`config.mk`:
```
export PLATFORM = sky130hd
export DESIGN_NAME = gray_alu_pipe
export DESIGN_NICKNAME = d
export VERILOG_FILES = /design/src/rtl/gray_alu_pkg.sv /design/src/rtl/gray_alu_exec.sv /design/src/rtl/gray_alu_pipe.sv
export SDC_FILE = /design/constraint.sdc
export NUM_CORES = 1
export LEC_CHECK = 0
export BUFFER_PORTS_ARGS = -buffer_cell sky130_fd_sc_hd__buf_2
export CORE_MARGIN = 1
export CORE_UTILIZATION = 39
export CTS_CLUSTER_DIAMETER = 150
export DETAILED_ROUTE_END_ITERATION = 8
export SETUP_SLACK_MARGIN = 0.4
export SYNTH_ARGS = -nofsm -noshare
export SYNTH_HDL_FRONTEND = slang
export SYNTH_HIERARCHICAL = 1
export SYNTH_SLANG_ARGS = --single-unit
```
`constraint.sdc`:
```
create_clock -name clk -period 2.45 [get_ports clk]
set_input_delay 0.1225 -clock clk [delete_from_list [all_inputs] [get_ports clk]]
set_output_delay 0.1225 -clock clk [all_outputs]
set_load 0.02 [all_outputs]
```
`src/rtl/gray_alu_pkg.sv`:
```
// Shared types and Gray/binary conversion helpers for the Gray-input ALU pipeline.
package gray_alu_pkg;

    // Conversion helpers work on a fixed-width word; callers zero-extend and truncate.
    localparam int unsigned GRAY_MAX_W = 32;

    typedef logic [GRAY_MAX_W-1:0] gray_word_t;

    typedef enum logic [1:0] {
        OP_ADD = 2'b00,
        OP_SUB = 2'b01,
        OP_AND = 2'b10,
        OP_OR  = 2'b11
    } alu_op_e;

    typedef struct packed {
        logic zero;
        logic overflow;
        logic carry;
    } alu_flags_t;

    // Zero upper bits propagate as zeros, so any WIDTH <= GRAY_MAX_W decodes correctly.
    function automatic gray_word_t gray2bin(input gray_word_t g);
        gray_word_t b;
        b = g;
        for (int i = GRAY_MAX_W - 2; i >= 0; i--) begin
            b[i] = b[i+1] ^ g[i];
        end
        return b;
    endfunction

    function automatic gray_word_t bin2gray(input gray_word_t b);
        return b ^ (b >> 1);
    endfunction

endpackage

```
`src/rtl/gray_alu_exec.sv`:
```
// Combinational execute stage: ADD/SUB/AND/OR on binary operands with Zero/Overflow/Carry.
module gray_alu_exec
    import gray_alu_pkg::*;
#(
    parameter int unsigned WIDTH = 4
) (
    input  logic [WIDTH-1:0] i_b1,
    input  logic [WIDTH-1:0] i_b2,
    input  logic [1:0]       i_op,
    output logic [WIDTH-1:0] o_res,
    output logic             o_zero,
    output logic             o_overflow,
    output logic             o_carry
);

    logic             w_sub;
    logic [WIDTH-1:0] w_b2x;
    logic [WIDTH:0]   w_sum;

    assign w_sub = (alu_op_e'(i_op) == OP_SUB);
    assign w_b2x = i_b2 ^ {WIDTH{w_sub}};
    assign w_sum = {1'b0, i_b1} + {1'b0, w_b2x} + {{WIDTH{1'b0}}, w_sub};

    always_comb begin
        o_res      = '0;
        o_overflow = 1'b0;
        o_carry    = 1'b0;
        unique case (alu_op_e'(i_op))
            OP_ADD, OP_SUB: begin
                o_res   = w_sum[WIDTH-1:0];
                o_carry = w_sum[WIDTH];
                // Same-sign addends producing a different-sign sum == carry-in ^ carry-out.
                o_overflow = (i_b1[WIDTH-1] == w_b2x[WIDTH-1]) &&
                             (w_sum[WIDTH-1] != i_b1[WIDTH-1]);
            end
            OP_AND: o_res = i_b1 & i_b2;
            OP_OR:  o_res = i_b1 | i_b2;
        endcase
        o_zero = (o_res == '0);
    end

endmodule

```
`src/rtl/gray_alu_pipe.sv`:
```
// Two-stage Gray-input ALU with valid/ready on both sides (WIDTH 2..32).
// Define GRAY_ALU_RESULT_GRAY_EN to return R in Gray code instead of binary.
module gray_alu_pipe
    import gray_alu_pkg::*;
#(
    parameter int unsigned WIDTH = 4
) (
    input  logic             clk,
    input  logic             rst_n,
    input  logic             in_valid,
    output logic             in_ready,
    input  logic [WIDTH-1:0] g1,
    input  logic [WIDTH-1:0] g2,
    input  logic [1:0]       op,
    output logic             out_valid,
    input  logic             out_ready,
    output logic [WIDTH-1:0] R,
    output logic             Zero,
    output logic             Overflow,
    output logic             Carry
);

    logic             r_s1_valid;
    logic [WIDTH-1:0] r_b1;
    logic [WIDTH-1:0] r_b2;
    logic [1:0]       r_op;
    logic             r_s2_valid;
    logic [WIDTH-1:0] r_res;
    alu_flags_t       r_flags;

    logic             w_s2_ready;
    logic [WIDTH-1:0] w_res;
    logic [WIDTH-1:0] w_res_enc;
    alu_flags_t       w_flags;

    assign w_s2_ready = !r_s2_valid || out_ready;
    assign in_ready   = !r_s1_valid || w_s2_ready;

    gray_alu_exec #(
        .WIDTH (WIDTH)
    ) u_exec (
        .i_b1       (r_b1),
        .i_b2       (r_b2),
        .i_op       (r_op),
        .o_res      (w_res),
        .o_zero     (w_flags.zero),
        .o_overflow (w_flags.overflow),
        .o_carry    (w_flags.carry)
    );

`ifdef GRAY_ALU_RESULT_GRAY_EN
    assign w_res_enc = WIDTH'(bin2gray(GRAY_MAX_W'(w_res)));
`else
    assign w_res_enc = w_res;
`endif

    always_ff @(posedge clk or negedge rst_n) begin
        if (!rst_n) begin
            r_s1_valid <= 1'b0;
            r_b1       <= '0;
            r_b2       <= '0;
            r_op       <= '0;
        end else if (in_ready) begin
            r_s1_valid <= in_valid;
            if (in_valid) begin
                r_b1 <= WIDTH'(gray2bin(GRAY_MAX_W'(g1)));
                r_b2 <= WIDTH'(gray2bin(GRAY_MAX_W'(g2)));
                r_op <= op;
            end
        end
    end

    always_ff @(posedge clk or negedge rst_n) begin
        if (!rst_n) begin
            r_s2_valid <= 1'b0;
            r_res      <= '0;
            r_flags    <= '0;
        end else if (w_s2_ready) begin
            r_s2_valid <= r_s1_valid;
            if (r_s1_valid) begin
                r_res   <= w_res_enc;
                r_flags <= w_flags;
            end
        end
    end

    assign out_valid = r_s2_valid;
    assign R         = r_res;
    assign Zero      = r_flags.zero;
    assign Overflow  = r_flags.overflow;
    assign Carry     = r_flags.carry;

endmodule
```
==> metrics.txt <==
1st-pass router iterations 3; # IOs 23; Clk Latency, worst-skew pair 300 ps; Final ANT Viol Nets 0; Post-Route WL 2.12 mm; Die X 55.9 um; vias per inst 5.26; vias in the first global route 823; met3 WL 74 um; Startpoint Class flip-flop; TritonCTS Buffers 3; Cell Chain, Critical Path or3b_4 -> nand2_2 -> fa_2 -> o2bb2ai_2 -> or4_1 -> a31oi_1 -> mux2_1; area delta synth->final 23.5%; Final nets 150; routed wl met2 1.04 mm; largest net degree at the start of global routing 20; Overall Power 1.25 mW; endpoints failing hold 0; initial antenna violation count 0; Port Buffers 22; CP Max Fanout 4; CP Class reg2reg; Area contributors post-synth dfrtp_1, mux2_1, ha_1; status finished, final reports clean; Clock Skew 6.44 ps; Tmin final 2270 ps; flop2flop setup slack 180 ps; post-synth top area share 42.0%; CTS Buffer Depth 2; Final period util 92.6%; average size of a mapped cell 11.8 sq um; Starting Density 41.0%; DRT iter0 DRCs 8; ys async rst share 100%; clock sink count 19; syn_nets 116; top cells by count, synth dfrtp_1, mux2_1; Setup Viol. Count Final 0; Levels on crit path 7; Worst Tran Pin Value 412 ps; critical path's top delay family simple AND/OR/NAND/NOR gates; Hold Crit Depth 2; Worst R2R Path Depth 7; Setup crit end kind flip-flop; Max-Cap Viols 0; Seq/Total Area, Yosys 42.0%; fmax 441 MHz; flops & latches, synth 19; H-tree depth 1; leakage power 0.675 nW; relative slew slack 72.5%; core area 2760 sq um; GP Congestion 0.854; die area 3120 sq um; CP required 2700 ps; Mapped Cells 96; DR WL/cell 13.2 um; EDFF count, synth 0; Largest stage delay, worst path 450 ps; DIE HEIGHT 55.9 um; share of cells above drive strength 1 38.0%; most frequent cell after synthesis dfrtp_1; GRT Util Overall 15.3%; CTS root buf clkbuf_4; worst min path class in2reg; Cell variety after synth 32; top_reg_cell synth dfrtp_1; antenna diode count 0; DR vias 841; Post-Syn Area 1130 sq um; first-pass GRT wire length 3.69 mm; Post-DP HPWL 1.63 mm; met1 WL 986 um; largest area contributor in the netlist dfrtp_1; DRC Markers 0; gr ovfl total 0; top layer in use met4; VDD IR-drop max 0.615 mV; CTS tree yes; TNS Setup 0 ps; Pwr Density 895 nW/um^2; Worst-path clk slew 110 ps; Slew Viols, Final 0; CP bufs+invs 0; RSZ-0062 raised after global routing yes; Crit path arrival time 2520 ps; synth warn 6; Critical Path Slowest Stage Cell dfrtp_2; std cell rows 19
-- kinds of logic after synthesis --
group,count (synthesis),synth area share (%)
adders and majority gates,6,7.30
DFF,19,42.0
buffers and inverters,6,3.65
and+or+nand+nor,20,10.5
AOI/OAI and AO/OA,19,10.5
xor gates and xnor gates,10,10.2
muxes,16,15.8
-- per-layer routing --
| metal | track usage [%] | vias to the layer above |
|---|---|---|
| met4 | 4.18 | 0 |
| met2 | 26.2 | 16 |
| li1 | - | 409 |
| met1 | 19.0 | 414 |
| met3 | 4.42 | 2 |
| met5 | 0 | - |
-- final timing paths --
path                              start  endpoint
min in group asynchronous         rst_n   r_b1[3]
worst max register to register  r_op[1]      Zero
worst max-delay path            r_op[1]      Zero
worst min register to register     R[0]      R[0]
max in group asynchronous         rst_n   r_op[1]
worst min-delay path              op[1]   r_op[1]
-- sequential cells by signal (all words and copies together) (netlist names) --
| name | flops |
|---|---|
| Carry | 1 |
| out_valid | 1 |
| R | 4 |
| r_s1_valid | 1 |
| r_b1 | 4 |
| Zero | 1 |
| Overflow | 1 |
| r_op | 2 |
| r_b2 | 4 |
-- report_power, final --
| group | switching, mW | leakage, nW | internal (mW) |
|---|---|---|---|
| combinational | 0.318 | 0.437 | 0.301 |
| clock | 0.0973 | 0.0150 | 0.0634 |
| sequential | 0.0685 | 0.223 | 0.401 |
| total | 0.484 | 0.675 | 0.765 |
-- worst reg2reg max path: cells and delay by family, from the launching register on --
kind / cells / cell delay (ps)
mux: 1 / 130
simple gates: 3 / 910
flops: 1 / 450
compound gates: 2 / 280
fa+ha+maj: 1 / 450
-- placed cells by master, fill, tap and decap left out, types with 2 or more instances in the layout --
cell      instances
o21ai_0           3
nand2b_1          5
buf_2            22
xnor3_1           2
xor2_1            3
mux2_1           14
a21o_1            2
nand2_1           3
nor2_1            3
clkbuf_4          3
ha_1              5
inv_1             3
buf_4             8
a31oi_1           3
dfrtp_2           2
xnor2_1           4
a21oi_1           5
dfrtp_1          17
nand2_2           2
-- layout make-up --
class                      instances  area [sq um]
fill                             262          1360
multi-input combinational         71           653
sequential                        19           478
timing repair buffer              31           180
tap                               31          38.8
clock buffer                       4          26.3
inverter                           4          20.0
-- stage by stage --
step / util [%] / area [sq um] / hold slack (ps) / setup WS, ps / std cells
global route: 50.6 / 1400 / 12.2 / 59.8 / 160
detailed placement: 46.5 / 1280 / 89.0 / 41.3 / 149
global placement: 46.5 / 1280 / 86.2 / 76.7 / 149
floorplan: - / 1140 / -173 / 236 / 96
CTS: 49.9 / 1380 / 19.6 / 160 / 158
finish: 50.6 / 1400 / 35.0 / 182 / 160
-- what timing repair did --
item                       4_1_cts  5_1_grt
hold endpoints to repair        19        0
hold buffers                     1        0
resized for setup                8        2
pin swaps                        2        2
setup endpoints to repair        5        3
setup buffers                    4        2
(Power assumes the default switching activity.)
